## src/rtl/vga_pkg.sv

```systemverilog
// vga_pkg: tile codes, 640x480@60 VGA timing, the 8/8/8 colour type and the
// tile palette, shared by the screen drawers and the background renderer.
package vga_pkg;

    localparam logic [7:0] TILE_BDR = 8'd0;
    localparam logic [7:0] TILE_SKY = 8'd1;
    localparam logic [7:0] TILE_BLK = 8'd2;
    localparam logic [7:0] TILE_GND = 8'd3;
    localparam logic [7:0] TILE_TKN = 8'd4;
    localparam logic [7:0] TILE_CK1 = 8'd5;
    localparam logic [7:0] TILE_CK2 = 8'd6;

    localparam int H_VIS   = 640;
    localparam int H_FP    = 16;
    localparam int H_SW    = 96;
    localparam int H_BP    = 48;
    localparam int V_VIS   = 480;
    localparam int V_FP    = 10;
    localparam int V_SW    = 2;
    localparam int V_BP    = 33;
    localparam int H_TOTAL = H_VIS + H_FP + H_SW + H_BP;
    localparam int V_TOTAL = V_VIS + V_FP + V_SW + V_BP;

    localparam int TILE_PX   = 40;
    localparam int SPRITE_PX = 42;
    localparam int OFFSCREEN = 1000;

    typedef struct packed {
        logic [7:0] r;
        logic [7:0] g;
        logic [7:0] b;
    } rgb_t;

    localparam rgb_t MARIO_RGB  = 24'hE52521;
    localparam rgb_t GOOMBA_RGB = 24'h8B5A2B;

    // Unknown codes show up magenta so a drawer bug is obvious on screen.
    function automatic rgb_t tile_to_rgb(input logic [7:0] code);
        return code == TILE_BDR ? 24'h000000 :
               code == TILE_SKY ? 24'h5C94FC :
               code == TILE_BLK ? 24'hC84C0C :
               code == TILE_GND ? 24'h8B4513 :
               code == TILE_TKN ? 24'hFFD700 :
               code == TILE_CK1 ? 24'hFFFFFF :
               code == TILE_CK2 ? 24'h202020 : 24'hFF00FF;
    endfunction

endpackage

```

## src/rtl/vga_timing.sv

```systemverilog
// vga_timing: raster and tile counters for the VGA scan, plus the visible
// flag, raw active-low syncs and the start-of-vertical-blank pulse.
module vga_timing
    import vga_pkg::*;
#(
    parameter int BLOCK_WIDTH = TILE_PX,
    parameter int H_VISIBLE   = H_VIS,
    parameter int H_FRONT     = H_FP,
    parameter int H_SYNC      = H_SW,
    parameter int H_BACK      = H_BP,
    parameter int V_VISIBLE   = V_VIS,
    parameter int V_FRONT     = V_FP,
    parameter int V_SYNC      = V_SW,
    parameter int V_BACK      = V_BP
) (
    input  logic       vga_clock,
    input  logic       reset,
    output logic [9:0] hcount,
    output logic [9:0] vcount,
    output logic [3:0] tile_col,
    output logic [3:0] tile_row,
    output logic       visible,
    output logic       frame_start,
    output logic       hs_raw,
    output logic       vs_raw
);

    localparam logic [9:0] H_LAST   = 10'(H_VISIBLE + H_FRONT + H_SYNC + H_BACK - 1);
    localparam logic [9:0] V_LAST   = 10'(V_VISIBLE + V_FRONT + V_SYNC + V_BACK - 1);
    localparam logic [9:0] H_VIS_L  = 10'(H_VISIBLE);
    localparam logic [9:0] V_VIS_L  = 10'(V_VISIBLE);
    localparam logic [9:0] HS_BEG   = 10'(H_VISIBLE + H_FRONT);
    localparam logic [9:0] HS_END   = 10'(H_VISIBLE + H_FRONT + H_SYNC);
    localparam logic [9:0] VS_BEG   = 10'(V_VISIBLE + V_FRONT);
    localparam logic [9:0] VS_END   = 10'(V_VISIBLE + V_FRONT + V_SYNC);
    localparam logic [5:0] SUB_LAST = 6'(BLOCK_WIDTH - 1);

    logic [9:0] hcount_q, hcount_d, vcount_q, vcount_d;
    logic [5:0] tx_sub_q, tx_sub_d, ty_sub_q, ty_sub_d;
    logic [3:0] tile_col_q, tile_col_d, tile_row_q, tile_row_d;
    logic       h_wrap, h_run, v_run;

    // Tile counters advance only while the next position stays inside the
    // visible area; a restart at 0 or a step into blanking clears them.
    always_comb begin
        h_wrap     = hcount_q == H_LAST;
        hcount_d   = h_wrap ? '0 : hcount_q + 10'd1;
        vcount_d   = !h_wrap ? vcount_q : vcount_q == V_LAST ? '0 : vcount_q + 10'd1;
        h_run      = hcount_d != '0 && hcount_d < H_VIS_L;
        v_run      = vcount_d != '0 && vcount_d < V_VIS_L;
        tx_sub_d   = h_run && tx_sub_q != SUB_LAST ? tx_sub_q + 6'd1 : '0;
        tile_col_d = !h_run ? '0 : tx_sub_q == SUB_LAST ? tile_col_q + 4'd1 : tile_col_q;
        ty_sub_d   = !h_wrap ? ty_sub_q : v_run && ty_sub_q != SUB_LAST ? ty_sub_q + 6'd1 : '0;
        tile_row_d = !h_wrap ? tile_row_q : !v_run ? '0 :
                     ty_sub_q == SUB_LAST ? tile_row_q + 4'd1 : tile_row_q;
    end

    always_ff @(posedge vga_clock or negedge reset) begin
        if (!reset) begin
            hcount_q   <= '0;
            vcount_q   <= '0;
            tx_sub_q   <= '0;
            ty_sub_q   <= '0;
            tile_col_q <= '0;
            tile_row_q <= '0;
        end else begin
            hcount_q   <= hcount_d;
            vcount_q   <= vcount_d;
            tx_sub_q   <= tx_sub_d;
            ty_sub_q   <= ty_sub_d;
            tile_col_q <= tile_col_d;
            tile_row_q <= tile_row_d;
        end
    end

    assign hcount      = hcount_q;
    assign vcount      = vcount_q;
    assign tile_col    = tile_col_q;
    assign tile_row    = tile_row_q;
    assign visible     = hcount_q < H_VIS_L && vcount_q < V_VIS_L;
    assign frame_start = hcount_q == '0 && vcount_q == V_VIS_L;
    assign hs_raw      = !(hcount_q >= HS_BEG && hcount_q < HS_END);
    assign vs_raw      = !(vcount_q >= VS_BEG && vcount_q < VS_END);

endmodule

```

## src/rtl/background_tile_renderer.sv

```systemverilog
// background_tile_renderer: scans the VGA raster, draws the drawer's tile map
// with Mario and two Goomba boxes on top, and drives registered RGB and syncs.
module background_tile_renderer
    import vga_pkg::*;
#(
    parameter logic [7:0] BDR = TILE_BDR,
    parameter logic [7:0] SKY = TILE_SKY,
    parameter logic [7:0] BLK = TILE_BLK,
    parameter logic [7:0] GND = TILE_GND,
    parameter logic [7:0] TKN = TILE_TKN,
    parameter logic [7:0] CK1 = TILE_CK1,
    parameter logic [7:0] CK2 = TILE_CK2,
    parameter int BLOCK_WIDTH     = TILE_PX,
    parameter int CHARACTER_WIDTH = SPRITE_PX,
    parameter int H_VISIBLE       = H_VIS,
    parameter int H_FRONT         = H_FP,
    parameter int H_SYNC          = H_SW,
    parameter int H_BACK          = H_BP,
    parameter int V_VISIBLE       = V_VIS,
    parameter int V_FRONT         = V_FP,
    parameter int V_SYNC          = V_SW,
    parameter int V_BACK          = V_BP
) (
    input  logic                     vga_clock,
    input  logic                     reset,
    input  logic [11:0][16:0][7:0]   background,
    input  logic signed [31:0]       mario_x,
    input  logic signed [31:0]       mario_y,
    input  logic signed [31:0]       goomba_x,
    input  logic signed [31:0]       goomba_y,
    input  logic signed [31:0]       goomba_2x,
    input  logic signed [31:0]       goomba_2y,
    output logic                     vga_hs,
    output logic                     vga_vs,
    output logic                     vga_blank_n,
    output logic [7:0]               vga_r,
    output logic [7:0]               vga_g,
    output logic [7:0]               vga_b,
    output logic                     frame_start
);

    logic [9:0]         hcount, vcount;
    logic [3:0]         tile_col, tile_row;
    logic               visible, hs_raw, vs_raw;
    logic signed [31:0] px, py;
    logic [7:0]         code_raw;
    logic [5:0][31:0]   spr_q, spr_d;
    logic [7:0]         code_q, code_d;
    logic [2:0]         hit_q, hit_d;
    logic               vis1_q, vis1_d, hs1_q, hs1_d, vs1_q, vs1_d;
    rgb_t               rgb_q, rgb_d;
    logic               hs2_q, hs2_d, vs2_q, vs2_d, blank_q, blank_d;

    vga_timing #(
        .BLOCK_WIDTH (BLOCK_WIDTH),
        .H_VISIBLE   (H_VISIBLE),
        .H_FRONT     (H_FRONT),
        .H_SYNC      (H_SYNC),
        .H_BACK      (H_BACK),
        .V_VISIBLE   (V_VISIBLE),
        .V_FRONT     (V_FRONT),
        .V_SYNC      (V_SYNC),
        .V_BACK      (V_BACK)
    ) u_timing (
        .vga_clock   (vga_clock),
        .reset       (reset),
        .hcount      (hcount),
        .vcount      (vcount),
        .tile_col    (tile_col),
        .tile_row    (tile_row),
        .visible     (visible),
        .frame_start (frame_start),
        .hs_raw      (hs_raw),
        .vs_raw      (vs_raw)
    );

    function automatic logic hit(input logic signed [31:0] x, y, sx, sy);
        return x >= sx && x < sx + CHARACTER_WIDTH && y >= sy && y < sy + CHARACTER_WIDTH;
    endfunction

    // The map is stored bottom-right first, hence the reversed indices; codes
    // are translated to the package encoding so the palette stays shared.
    always_comb begin
        px       = $signed({22'd0, hcount});
        py       = $signed({22'd0, vcount});
        spr_d    = frame_start ? {goomba_2y, goomba_2x, goomba_y, goomba_x, mario_y, mario_x} : spr_q;
        code_raw = background[4'd11 - tile_row][5'd16 - {1'b0, tile_col}];
        code_d   = code_raw == BDR ? TILE_BDR : code_raw == SKY ? TILE_SKY :
                   code_raw == BLK ? TILE_BLK : code_raw == GND ? TILE_GND :
                   code_raw == TKN ? TILE_TKN : code_raw == CK1 ? TILE_CK1 :
                   code_raw == CK2 ? TILE_CK2 : 8'hFF;
        hit_d    = {hit(px, py, spr_q[4], spr_q[5]),
                    hit(px, py, spr_q[2], spr_q[3]),
                    hit(px, py, spr_q[0], spr_q[1])};
        vis1_d   = visible;
        hs1_d    = hs_raw;
        vs1_d    = vs_raw;
        rgb_d    = !vis1_q ? '0 : hit_q[0] ? MARIO_RGB : |hit_q[2:1] ? GOOMBA_RGB : tile_to_rgb(code_q);
        hs2_d    = hs1_q;
        vs2_d    = vs1_q;
        blank_d  = vis1_q;
    end

    always_ff @(posedge vga_clock or negedge reset) begin
        if (!reset) begin
            spr_q   <= {6{32'(OFFSCREEN)}};
            code_q  <= '0;
            hit_q   <= '0;
            vis1_q  <= 1'b0;
            hs1_q   <= 1'b1;
            vs1_q   <= 1'b1;
            rgb_q   <= '0;
            hs2_q   <= 1'b1;
            vs2_q   <= 1'b1;
            blank_q <= 1'b0;
        end else begin
            spr_q   <= spr_d;
            code_q  <= code_d;
            hit_q   <= hit_d;
            vis1_q  <= vis1_d;
            hs1_q   <= hs1_d;
            vs1_q   <= vs1_d;
            rgb_q   <= rgb_d;
            hs2_q   <= hs2_d;
            vs2_q   <= vs2_d;
            blank_q <= blank_d;
        end
    end

    assign {vga_r, vga_g, vga_b} = rgb_q;
    assign vga_hs      = hs2_q;
    assign vga_vs      = vs2_q;
    assign vga_blank_n = blank_q;

endmodule

```

## config.mk

```make
export PLATFORM = sky130hd
export DESIGN_NAME = background_tile_renderer
export DESIGN_NICKNAME = d
export VERILOG_FILES = /design/src/rtl/vga_pkg.sv /design/src/rtl/vga_timing.sv /design/src/rtl/background_tile_renderer.sv
export SDC_FILE = /design/constraint.sdc
export NUM_CORES = 1
export LEC_CHECK = 0
export BUFFER_PORTS_ARGS = -buffer_cell sky130_fd_sc_hd__buf_2
export CORE_AREA = 4 4 731 733
export DETAILED_ROUTE_END_ITERATION = 10
export DIE_AREA = 0 0 735 737
export PLACE_DENSITY = 0.3
export SETUP_SLACK_MARGIN = 0.05
export SYNTH_ARGS = -nofsm -noshare
export SYNTH_HDL_FRONTEND = slang
export SYNTH_SLANG_ARGS = --single-unit
export TNS_END_PERCENT = 30
```

## constraint.sdc

```tcl
create_clock -name vga_clock -period 3 [get_ports vga_clock]
set_clock_uncertainty 0.15 [all_clocks]
set_input_delay 0.3 -clock vga_clock [delete_from_list [all_inputs] [get_ports vga_clock]]
set_output_delay 0.3 -clock vga_clock [all_outputs]
set_load 0.1 [all_outputs]
```

==> out/results.ini <==
[clocking]
clk_pin_slew_worst_paths_ps = 60
cts-htree-levels = 2
cts_buffers = 44
clockBufferDepth = 3
clk_latency_ps = 680
cts_tree = built
root_buffer = clkbuf_16
clock-sinks = 268

[power_and_ir_drop]
power_density_nw_per_um2 = 213
ir_worst_vdd_mv = 0.418
p_total_mw = 13.1
leakage_nw = 25.5

[floorplan]
die_h_um = 737
core_um2 = 528000
initial_utilization_pct = 5.34
die_x_um = 735
rows = 267
pin_count = 1854
die_area_um2 = 542000

[worst_setup_path]
cp-start-kind = register
crit_type = reg2reg
cp_max_fo = 7
r2r_cells = 17
crit_arrival_ps = 4140
r2r_setup_slack_ps = -790
worstReg2RegStart = u_timing.tile_row[1]
critPathRequiredTime_ps = 3350
critPathCaptureType = register
startpoint = u_timing.tile_row[1]
rr_endpoint = code_q[6]

[synthesis]
synthTopCellsByArea = dfrtp_1 20%, mux4_2 17%, ha_1 5.8%
seq_area_frac_synth_pct = 24.0
ys_ff_latch = 268
synth_cell_types = 80
synth_edf_count = 0
synth_area_um2 = 28200
synth_top_cell_area_share_pct = 20.3
synth_cells = 3165
yosysMostFrequentCell = nor2_1
synth_nets = 5121
synthFlopType = dfrtp_1
yosysTopAreaCell = dfrtp_1
syn_avg_cell_area_um2 = 8.90
synthTopCellsByCount = 292 x nor2_1, 243 x nor3_1, 237 x o21ai_0, 228 x dfrtp_1, 209 x nand2_1
async_reset_ff_share_pct = 100
yosys_warnings = 0

[global_routing]
grt_max_degree = 60
antenna_found_initial = 504
grt.overflow.total = 0
track_usage_pct = 16.8
grt_pass1_vias = 42700
grt_pass1_wl_mm = 566

[detailed_routing]
drtIter0Drc = 2570
route.vias.total = 42500
wl_per_cell_um = 35.2
routed_via_density = 3.15
wl_mm = 476
drc = 0
drt-pass1-iter-count = 5
drtAntennaViolNets = 0

[final_layout]
drive_gt1_share_pct = 59.0
syn_to_final_growth_pct = 118
fin_area_um2 = 61400
fin_cells = 13500
final_nets = 7917

[hold_path]
hold_path.class = in2async

[timing]
finalHoldViolations = 0
finalWorstSetupSlack_ps = -788
fin_setup_tns_ps = -3940
finalCriticalPeriod_ps = 3790
fmax_mhz = 264
setup_viol = 15
maxSlewViolCount = 0
tightest_slew_ps = 1260
max_slew_margin_pct = 15.6
rsz0062_at_grt = true
period_share_pct = 126

[placed_design]
place_inst = 12600
port_buffers = 1853
dpl-instance-area_um2 = 53800
gp_congestion = 0.971
dp_worst_setup_slack_ps = -1980
dpl.hpwl_mm = 434

[outcome]
run_status = finished, violations left
violations = setup timing

[job]
drv_cap = 0

## logic make-up (layout without fill, tap and decap cells)
kind of cell	after synthesis	count (layout)	synth area share (%)
other	0	515	0
adders and majority gates	130	130	5.77
buffers and inverters	308	3139	4.52
xor gates and xnor gates	91	91	2.83
muxes	422	422	24.8
AOI/OAI and AO/OA	825	825	18.6
DFF	268	268	24.0
and+or+nand+nor	1121	1121	19.6
## area by class of cell
type	instances	area, µm²
sequential	268	6780
clock inverter	19	282
timing repair buffer	2958	20600
multi-input combinational	2589	22000
antenna	515	1290
inverter	100	383
fill	61400	466000
clock buffer	62	1300
tap	6994	8750
## metal layers
metal	vias to the layer above	GRT usage [%]	part of all wire, %
met4	158	6.08	3.9
met2	2288	30.9	52
li1	18400	-	-
met3	896	4.70	6.9
met1	20700	18.2	37
met5	-	0.582	0.22
## placed cells by master, fill, tap and decap left out, types with 14 or more instances in the layout
| master | synthesis | layout |
|---|---|---|
| clkbuf_16 | 0 | 45 |
| buf_12 | 0 | 142 |
| buf_16 | 0 | 16 |
| nand2b_1 | 37 | 34 |
| buf_2 | 63 | 1851 |
| inv_1 | 96 | 94 |
| o21ai_1 | 1 | 14 |
| a211oi_2 | 0 | 18 |
| nand2_1 | 209 | 206 |
| diode_2 | 0 | 515 |
| nand3_1 | 85 | 80 |
| a31oi_1 | 18 | 16 |
| a21o_1 | 31 | 31 |
| buf_6 | 0 | 35 |
| o22ai_1 | 31 | 28 |
| nand4_1 | 49 | 49 |
| nor3_1 | 243 | 160 |
| a21oi_1 | 199 | 174 |
| a211oi_1 | 95 | 74 |
| mux2i_1 | 82 | 75 |
| and3_1 | 31 | 28 |
| mux2_2 | 133 | 133 |
| o21a_1 | 18 | 18 |
| nor4_1 | 65 | 51 |
| mux4_2 | 207 | 207 |
| dlygate4sd3_1 | 0 | 193 |
| ha_1 | 130 | 124 |
| dfstp_2 | 40 | 40 |
| dfrtp_1 | 228 | 220 |
| o21ai_2 | 0 | 14 |
| xor2_1 | 26 | 25 |
| buf_4 | 10 | 705 |
| o211ai_1 | 15 | 15 |
| o21ai_0 | 237 | 204 |
| nor2_1 | 292 | 274 |
| a21oi_2 | 0 | 22 |
| nor3_2 | 1 | 52 |
| nor3_4 | 0 | 32 |
| xnor2_1 | 65 | 62 |
| a22oi_1 | 18 | 16 |
## sequential cells by signal, indices dropped and copies added (netlist names), 6 cells and up
signal / count
u_timing.ty_sub_q: 6
u_timing.tx_sub_q: 6
vga_b: 7
u_timing.vcount: 10
vga_g: 8
vga_r: 8
u_timing.hcount: 10
spr_q: 192
## report_power, final
group | internal [mW] | leakage [nW] | switching (mW)
registers | 3.62 | 3.29 | 0.00213
logic | 1.72 | 21.4 | 1.94
clock network | 3.46 | 0.768 | 2.34
total | 8.80 | 25.5 | 4.28
## worst max-delay path, stage by stage, from the launching register on
cell and delay [ps]:
dfrtp_4 530, buf_6 160, buf_16 150, buf_16 160
buf_4 150, buf_16 150, nor3_4 180, buf_12 190
a211oi_1 80, a211oi_2 320, buf_4 190, o21ai_0 80
nand2_2 190, nand4_1 120, o211ai_1 160, buf_4 160
and4b_2 310, o31ai_1 90
## how the worst max path moves through the flow
stage | endpoint | slack [ps] | cells past startpoint
2_1_floorplan | frame_start | 10 | 4
3_3_place_gp | code_q[6] | -2420 | 13
3_5_place_dp | code_q[6] | -1980 | 15
4_1_cts | code_q[6] | -860 | 17
5_1_grt | code_q[6] | -850 | 16
6_report | code_q[6] | -790 | 17
## metrics by stage
| step | util, % | hold WS, ps |
|---|---|---|
| final | 11.6 | 76.8 |
| after global routing | 11.6 | 65.9 |
| after CTS | 11.3 | 15.0 |
| after detailed placement | 10.2 | 176 |
| after global placement | 10.2 | 180 |
| after floorplan | - | -146 |
## what timing repair did
action	CTS	global route
resized for setup	308	118
setup buffers	54	15
hold buffers	193	0
gates cloned	10	1
pin swaps	79	59
endpoints found under the hold margin	418	0
setup endpoints to repair	148	141
(Power assumes the default switching activity.)
